<file path="src/rtl/cpu_sram_arbiter.sv">
// cpu_sram_arbiter: shares one SRAM-like port between instruction fetch and
// the memory stage. Each accepted request records its owner in an in-order
// FIFO, and every response is steered back to that owner. Inst responses that
// belong to fetches cancelled by a flush are consumed without being delivered.
// Optional build macro ARB_RR_EN: alternate the grant on inst/data ties
// instead of always favouring data.
module cpu_sram_arbiter #(
    parameter int DEPTH = 2,
    parameter int AW    = 32
) (
    input  logic          clk,
    input  logic          reset,
    // fetch side
    input  logic          inst_req,
    input  logic [AW-1:0] inst_addr,
    output logic          inst_addr_ok,
    output logic          inst_data_ok,
    output logic [31:0]   inst_rdata,
    input  logic          inst_cancel,
    // memory-stage side
    input  logic          data_req,
    input  logic          data_wr,
    input  logic [1:0]    data_size,
    input  logic [3:0]    data_wstrb,
    input  logic [AW-1:0] data_addr,
    input  logic [31:0]   data_wdata,
    output logic          data_addr_ok,
    output logic          data_data_ok,
    output logic [31:0]   data_rdata,
    // shared memory port
    output logic          req,
    output logic          wr,
    output logic [1:0]    size,
    output logic [3:0]    wstrb,
    output logic [AW-1:0] addr,
    output logic [31:0]   wdata,
    input  logic          addr_ok,
    input  logic          data_ok,
    input  logic [31:0]   rdata,
    output logic          resp_err
);

    localparam int PW = (DEPTH > 1) ? $clog2(DEPTH) : 1;
    localparam int CW = $clog2(DEPTH + 1);

    // Owner FIFO: owner bit 1 = data, 0 = inst; discard marks cancelled fetches.
    logic [DEPTH-1:0] owner_q, owner_d;
    logic [DEPTH-1:0] discard_q, discard_d;
    logic [PW-1:0]    wr_ptr_q, wr_ptr_d;
    logic [PW-1:0]    rd_ptr_q, rd_ptr_d;
    logic [CW-1:0]    count_q, count_d;
    logic             resp_err_q, resp_err_d;

    logic full, empty, inst_eligible;
    logic gnt_data, gnt_inst;
    logic push, pop;
    logic head_owner, head_discard;

    // Pointer increment that wraps at DEPTH (also correct for DEPTH = 1).
    function automatic logic [PW-1:0] ptr_inc(input logic [PW-1:0] p);
        return (p == PW'(DEPTH - 1)) ? '0 : p + 1'b1;
    endfunction

    assign full          = (count_q == CW'(DEPTH));
    assign empty         = (count_q == '0);
    assign inst_eligible = inst_req & ~inst_cancel;

`ifdef ARB_RR_EN
    logic rr_last_q, rr_last_d;

    // Tie goes to the side that did not win the last push; lone requester wins.
    always_comb begin
        gnt_data = data_req & ~full & (~inst_eligible | ~rr_last_q);
        gnt_inst = inst_eligible & ~full & (~data_req | rr_last_q);
    end

    // Remember which side was last pushed so the next tie flips.
    always_comb begin
        rr_last_d = rr_last_q;
        if (push) rr_last_d = gnt_data;
    end

    // Round-robin history register.
    always_ff @(posedge clk) begin
        if (reset) rr_last_q <= 1'b0;
        else       rr_last_q <= rr_last_d;
    end
`else
    // Fixed priority: the memory stage always beats fetch.
    always_comb begin
        gnt_data = data_req & ~full;
        gnt_inst = inst_eligible & ~full & ~data_req;
    end
`endif

    // Drive the shared port from the granted side; all zero when idle.
    always_comb begin
        req   = gnt_data | gnt_inst;
        wr    = 1'b0;
        size  = 2'd0;
        wstrb = 4'd0;
        addr  = '0;
        wdata = 32'd0;
        if (gnt_data) begin
            wr    = data_wr;
            size  = data_size;
            wstrb = data_wstrb;
            addr  = data_addr;
            wdata = data_wdata;
        end else if (gnt_inst) begin
            size  = 2'd2;
            addr  = inst_addr;
        end
    end

    assign data_addr_ok = gnt_data & addr_ok;
    assign inst_addr_ok = gnt_inst & addr_ok;
    assign push         = req & addr_ok;
    assign pop          = data_ok & ~empty;

    assign head_owner   = owner_q[rd_ptr_q];
    assign head_discard = discard_q[rd_ptr_q];

    // Route the response to the head owner. A cancel in the same cycle also
    // kills an inst head, since its discard bit only lands next cycle.
    always_comb begin
        data_data_ok = pop & head_owner;
        inst_data_ok = pop & ~head_owner & ~head_discard & ~inst_cancel;
        data_rdata   = data_data_ok ? rdata : 32'd0;
        inst_rdata   = inst_data_ok ? rdata : 32'd0;
    end

    // FIFO bookkeeping: cancel marks, push, pointers, occupancy, error flag.
    always_comb begin
        owner_d    = owner_q;
        discard_d  = discard_q;
        wr_ptr_d   = wr_ptr_q;
        rd_ptr_d   = rd_ptr_q;
        count_d    = count_q;
        resp_err_d = resp_err_q | (data_ok & empty);

        // Marking unoccupied inst slots too is harmless: a push clears the
        // discard bit of the slot it writes.
        if (inst_cancel) begin
            for (int i = 0; i < DEPTH; i++) begin
                if (!owner_q[i]) discard_d[i] = 1'b1;
            end
        end

        if (push) begin
            owner_d[wr_ptr_q]   = gnt_data;
            discard_d[wr_ptr_q] = 1'b0;
            wr_ptr_d            = ptr_inc(wr_ptr_q);
        end
        if (pop) rd_ptr_d = ptr_inc(rd_ptr_q);

        case ({push, pop})
            2'b10:   count_d = count_q + 1'b1;
            2'b01:   count_d = count_q - 1'b1;
            default: count_d = count_q;
        endcase
    end

    // State registers; reset drops all outstanding bookkeeping at once.
    always_ff @(posedge clk) begin
        if (reset) begin
            owner_q    <= '0;
            discard_q  <= '0;
            wr_ptr_q   <= '0;
            rd_ptr_q   <= '0;
            count_q    <= '0;
            resp_err_q <= 1'b0;
        end else begin
            owner_q    <= owner_d;
            discard_q  <= discard_d;
            wr_ptr_q   <= wr_ptr_d;
            rd_ptr_q   <= rd_ptr_d;
            count_q    <= count_d;
            resp_err_q <= resp_err_d;
        end
    end

    assign resp_err = resp_err_q;

endmodule

</file>
<file path="config.mk">
export PLATFORM = sky130hd
export DESIGN_NAME = cpu_sram_arbiter
export DESIGN_NICKNAME = d
export VERILOG_FILES = /design/src/rtl/cpu_sram_arbiter.sv
export SDC_FILE = /design/constraint.sdc
export NUM_CORES = 1
export LEC_CHECK = 0
export ABC_AREA = 0
export ABC_CLOCK_PERIOD_IN_PS = 2850
export CORE_AREA = 2 2 109 111
export DETAILED_ROUTE_END_ITERATION = 12
export DIE_AREA = 0 0 111 113
export GPL_TIMING_DRIVEN = 0
export PLACE_DENSITY = 0.64
export SLEW_MARGIN = 15
export SYNTH_ARGS = -nofsm -noshare
export SYNTH_HDL_FRONTEND = slang
export SYNTH_SLANG_ARGS = --single-unit
</file>
<file path="constraint.sdc">
create_clock -name clk -period 2.85 [get_ports clk]
set_input_delay 0.285 -clock clk [delete_from_list [all_inputs] [get_ports clk]]
set_output_delay 0.285 -clock clk [all_outputs]
set_load 0.02 [all_outputs]
</file>
Word-level counts from Yosys, hierarchy flattened

Index checks and enable logic that the tools add are counted.

Input port bits: 142
Flip-flop bits (word level): 9
Output and inout bits: 141
Logic and storage cells: 65

Mux-type cells: 23
$lt $le $gt $ge: 3
Bitwise logic cells: 23
Reduce and logical (&&, ||, !) cells: 3
Equal/unequal tests: 3
$add $sub $neg: 4

Operators with widths:

| kind                | count |
|---|---|
| $mux 32             | 5 |
| $and 1x1->1         | 13 |
| $mux 1              | 10 |
| $mux 2              | 4 |
| $not 1->1           | 6 |
| $eq 2x2->1 const B  | 2 |
| $lt 1x2->1 const B  | 2 |
| $mux 4              | 1 |
| $pmux 2 s2          | 1 |
| $add 1x1->1 const B | 2 |
| $add 2x1->2 const B | 1 |
| $and 2x2->2         | 1 |
| $bwmux 2            | 1 |
| $eq 2x1->1 const B  | 1 |
| $logic_not 2->1     | 1 |
| $not 2->2           | 1 |
| $or 1x1->1          | 2 |
| $reduce_bool 2->1   | 1 |
| $sub 2x1->2 const B | 1 |
| $demux 1 s1         | 1 |
| $ge 1x1->1 const B  | 1 |
| $logic_and 1x1->1   | 1 |

Logic depth before layout (Yosys ltp)

Word-level depth: 8
Gate-level depth with buffers: 6
Depth with buffers taken out: 6

Worst setup path before layout

Ideal clock, no wire load.

Path type: flip-flop to flip-flop
From: reg count_q[0]
To: reg count_q[1]
Buffers on the path: 0
Slack: 1.076 ns
Setup time: 0.070 ns
Cell stages (with the launch flop): 6
Arrival: 1.704 ns
Required time: 2.780 ns
Period minus slack after synthesis: 1.774 ns
Cell sequence: dfxtp_1 -> and2b_4 -> a211o_1 -> ha_1 -> or3_1 -> a21oi_1

Cells in the longest elaborated chain, start to end: 8

Ends and longest elaborated chain:

| item                                            | RTL line | text |
|---|---|---|
| from (decl)                                     | 51       | `logic [CW-1:0] count_q, count_d;` |
| from (signal assigned)                          | 178      | `count_q <= count_d;` |
| $eq 2x2->1                                      | 64       | `assign full = (count_q == CW'(DEPTH));` |
| $not 1->1                                       | 91, 92   |  |
| $and 1x1->1 (2 in series)                       | 92       | `gnt_inst = inst_eligible & ~full & ~data_req;` |
| $or 1x1->1                                      | 98       | `req = gnt_data \| gnt_inst;` |
| $and 1x1->1                                     | 118      | `assign push = req & addr_ok;` |
| $eq 2x1->1 or $eq 2x2->1 (tied branches)        | 157      | `case ({push, pop})` |
| $pmux 2 s2 or $reduce_bool 2->1 (tied branches) | n/a      |  |

Several ways; a longest one is shown, not always the timed one.
A chain may end at the register's enable or synchronous reset.

Worst setup path in the final report

From: in inst_cancel
To: out addr[5]

Cells in the longest elaborated chain, start to end: 6

Ends and longest elaborated chain:

| item                      | RTL line | text |
|---|---|---|
| from (decl)               | 19       | `input logic inst_cancel,` |
| $not 1->1                 | 66       | `assign inst_eligible = inst_req & ~inst_cancel;` |
| $and 1x1->1               | 66       |  |
| $and 1x1->1 (2 in series) | 92       |  |
| $mux 32                   | 110      | `end else if (gnt_inst) begin` |
| $mux 32                   | 104      | `if (gnt_data) begin` |
| to (decl)                 | 35       | `output logic [AW-1:0] addr,` |

No other way between the ends.

==> run_results.csv <==
group,metric,value,unit
yosys,dominantRegCellSynth,"dfxtp_1",
timing,post-route-period-util,0.963,
timing,setup_violations,0,
yosys,async_flop_share,0,
die,die_area,12500,sq um
clock_tree,clock-root-buffer,"clkbuf_16",
drt,drc,0,
cells_and_area,antenna_cells,0,
critical_path,worstPathMaxFanout,10,
worst_hold_path,min_from,"reset",
cells_and_area,multi_input_area,1220,sq um
die,row_count,39,
drt,wirelength,9590,um
critical_path,rr_worst_depth,5,
global_route,grt_overflow,0,
yosys,synth-edff-count,0,
cells_and_area,area_delta_synth_final,201,%
power_and_ir_drop,ir_worst_vdd,0.000257,V
cells_and_area,nets,639,
critical_path,slowest_stage,"clkdlybuf4s50_1",
drt,ant_nets,0,
cells_and_area,stdcell_area,4630,sq um
critical_path,cp-end-kind,"output pin",
timing,fin_hold_ws,423,ps
yosys,synth.net_count,352,
critical_path,crit_chain,"clkdlybuf4s50_1, nand2b_2, nor3_4, buf_4, a22o_1, clkdlybuf4s50_1",
clock_tree,clockBufferDepth,2,
clock_tree,numCtsBuffers,3,
die,core,11300,sq um
yosys,synth_area_leaders,"and2_1 (26%), a22o_1 (18%), and3_1 (15%), dfxtp_1 (12%), buf_2 (3.3%)",
global_route,antenna_found_initial,0,
yosys,yosysTopAreaCell,"and2_1",
timing,slew_viol_final,0,
critical_path,crit_arrival,2460,ps
placement,pre_cts_ws,-69.3,ps
yosys,seq_area_frac_synth,0.117,
worst_hold_path,holdPathStages,2,
critical_path,crit_buf_inv,3,
die,die_y,113,um
drt,dr_total_vias,2669,
global_route,grt_pass1_vias,2725,
global_route,grt_start_max_net_pins,11,
run_status,status,"complete, no violations",
critical_path,startpoint_type,"primary input",
clock_tree,htreeDepth,1,
global_route,grt_use_total,0.137,
critical_path,path_class,"in2out",
die,pin_count,283,
critical_path,crit_family,"buffers and inverters",
critical_path,cp.required,2570,ps
drt,avgViaCountPerCell,4.18,
worst_hold_path,min_to,"resp_err$_SDFF_PP0_",
critical_path,r2r_slack,890,ps
drt,dr.pass1.iters,4,
critical_path,r2r-start,"count_q[0]$_SDFFE_PP0P_",
yosys,synth_top_area_share,0.261,
drt,routedWlPerCell,15.0,um
placement,gp_congestion,0.906,
power_and_ir_drop,power_leakage,0.00188,uW
critical_path,cp_slowest_stage_delay,610,ps
die,die_w,111,um
timing,layout_setup_ws,105,ps
timing,fin_crit,2750,ps
clock_tree,cts_tree,"done",
yosys,ys_ff_latch,9,
placement,numPortBuffers,281,
critical_path,path_common_cell,"clkdlybuf4s50_1",
timing,fin_skew,0.697,ps
yosys,synth_cells,209,
die,start_util,0.136,
yosys,synth_area,1540,sq um
yosys,syn_area_per_cell,7.35,sq um
placement,dp_hpwl,8440,um
yosys,ys_types,37,
critical_path,r2r-end,"count_q[1]$_SDFFE_PP0P_",
job,max_cap_viol_count,0,
clock_tree,clk_transition_reported_paths,40,ps
cells_and_area,fillers,1130,
timing,finalHoldViolCount,0,
worst_hold_path,hold_path.class,"in2reg",
cells_and_area,drive_above_1_share,0.0566,
global_route,grt_pass1_wl,14100,um
clock_tree,clk_latency,230,ps
clock_tree,cts.hold.buffers_added,0,
clock_tree,clkSinkCount,9,
timing,worst_slew_pin_slew,448,ps
power_and_ir_drop,powerDensity,382,nW/um^2
timing,clock.fmax,364,MHz
drt,drt_iter0_markers,76,
placement,dpl-instance-area,4530,sq um
timing,relSlewSlack,0.699,
cells_and_area,regArea,180,sq um
yosys,yosysWarnings,0,
-- worst register-to-register path, cell delays in order, from the launching register on --
cell and delay, ps:
dfxtp_1 460, and2b_4 270, a211o_1 320, ha_1 330, or3_1 360, a21oi_1 150
-- area by class of cell --
| cell class | count | area share |
|---|---|---|
| plain buffers | 21 | 0.0262 |
| flip-flops and latches | 9 | 0.0389 |
| repair buffers | 282 | 0.610 |
| inverters | 6 | 0.00487 |
| multi-input cells | 173 | 0.264 |
| clock buffers | 4 | 0.0170 |
| well taps | 143 | 0.0387 |
-- how the worst max path moves through the flow --
stage | cells past startpoint | slack, ps | end | start
after floorplan | 5 | 1080 | count_q[1]$_SDFFE_PP0P_ | count_q[0]$_SDFFE_PP0P_
after global placement | 6 | -60 | addr[5] | inst_cancel
after detailed placement | 6 | -70 | addr[5] | inst_cancel
after CTS | 6 | 30 | addr[5] | inst_cancel
after global routing | 6 | -3 | addr[5] | data_req
final | 6 | 100 | addr[5] | inst_cancel
-- synth_stat cells, drive strengths merged, types with 2 or more instances --
cell type	n
nor3	3
buf	14
nand2b	3
mux2	2
dfxtp	9
inv	6
and2	64
o21ai	2
a21oi	5
o32ai	2
clkbuf	7
xor2	2
nor2	5
and3	38
nor4	2
a22o	32
-- metal layers --
| metal | part of all wire | track usage |
|---|---|---|
| met5 | 0 | 0 |
| met4 | 0.010 | 0.0208 |
| met3 | 0.098 | 0.0428 |
| met2 | 0.53 | 0.280 |
| met1 | 0.36 | 0.138 |
-- cell families (layout without fill, tap and decap cells) --
group	Yosys count	after routing	share of synthesized area
AO/OA/AOI/OAI	45	45	0.244
XOR/XNOR	3	3	0.0171
adder cells (fa/ha/maj)	1	1	0.00814
buffers and inverters	27	313	0.0888
flip-flops	9	9	0.117
multiplexers	3	3	0.0236
AND/OR/NAND/NOR	121	121	0.501
-- sequential cells by signal (all words and copies together) (netlist names) --
signal,count
count_q,2
discard_q,2
owner_q,2
rd_ptr_q,1
resp_err,1
wr_ptr_q,1
-- power breakdown --
part	leakage, uW	internal, uW	switching (uW)
sequential	0.0000743	156	38.9
combinational	0.00177	711	612
clock	0.0000382	187	60.2
total	0.00188	1050	711
-- what timing repair did --
action                                  CTS  global route
cloned                                    0             0
endpoints found under the hold margin     0             0
pin swaps                                 1             1
endpoints found under the setup margin   29            28
resized for setup                         0             8
buffers inserted                          1             0
-- cells in the final DEF (no fill, tap or decap), drive strengths merged, types with 2 or more instances in the layout --
| master | instances |
|---|---|
| and2 | 64 |
| o32ai | 2 |
| and3 | 38 |
| a22o | 32 |
| buf | 15 |
| nor4 | 2 |
| clkdlybuf4s50 | 280 |
| nor2 | 5 |
| clkbuf | 11 |
| xor2 | 2 |
| inv | 6 |
| dfxtp | 9 |
| a21oi | 5 |
| nor3 | 3 |
| nand2b | 3 |
| o21ai | 2 |
| mux2 | 2 |
-- stage by stage --
step           instances   util  TNS [ps]  power, uW
2_1_floorplan        209      -         0        836
3_3_place_gp         633  0.402      -451       1510
3_5_place_dp         633  0.402      -801       1520
4_1_cts              638  0.409         0       1780
5_1_grt              638  0.410     -2.51       1860
6_report             638  0.410         0       1770
No activity file was read; power rests on OpenSTA's default activity.
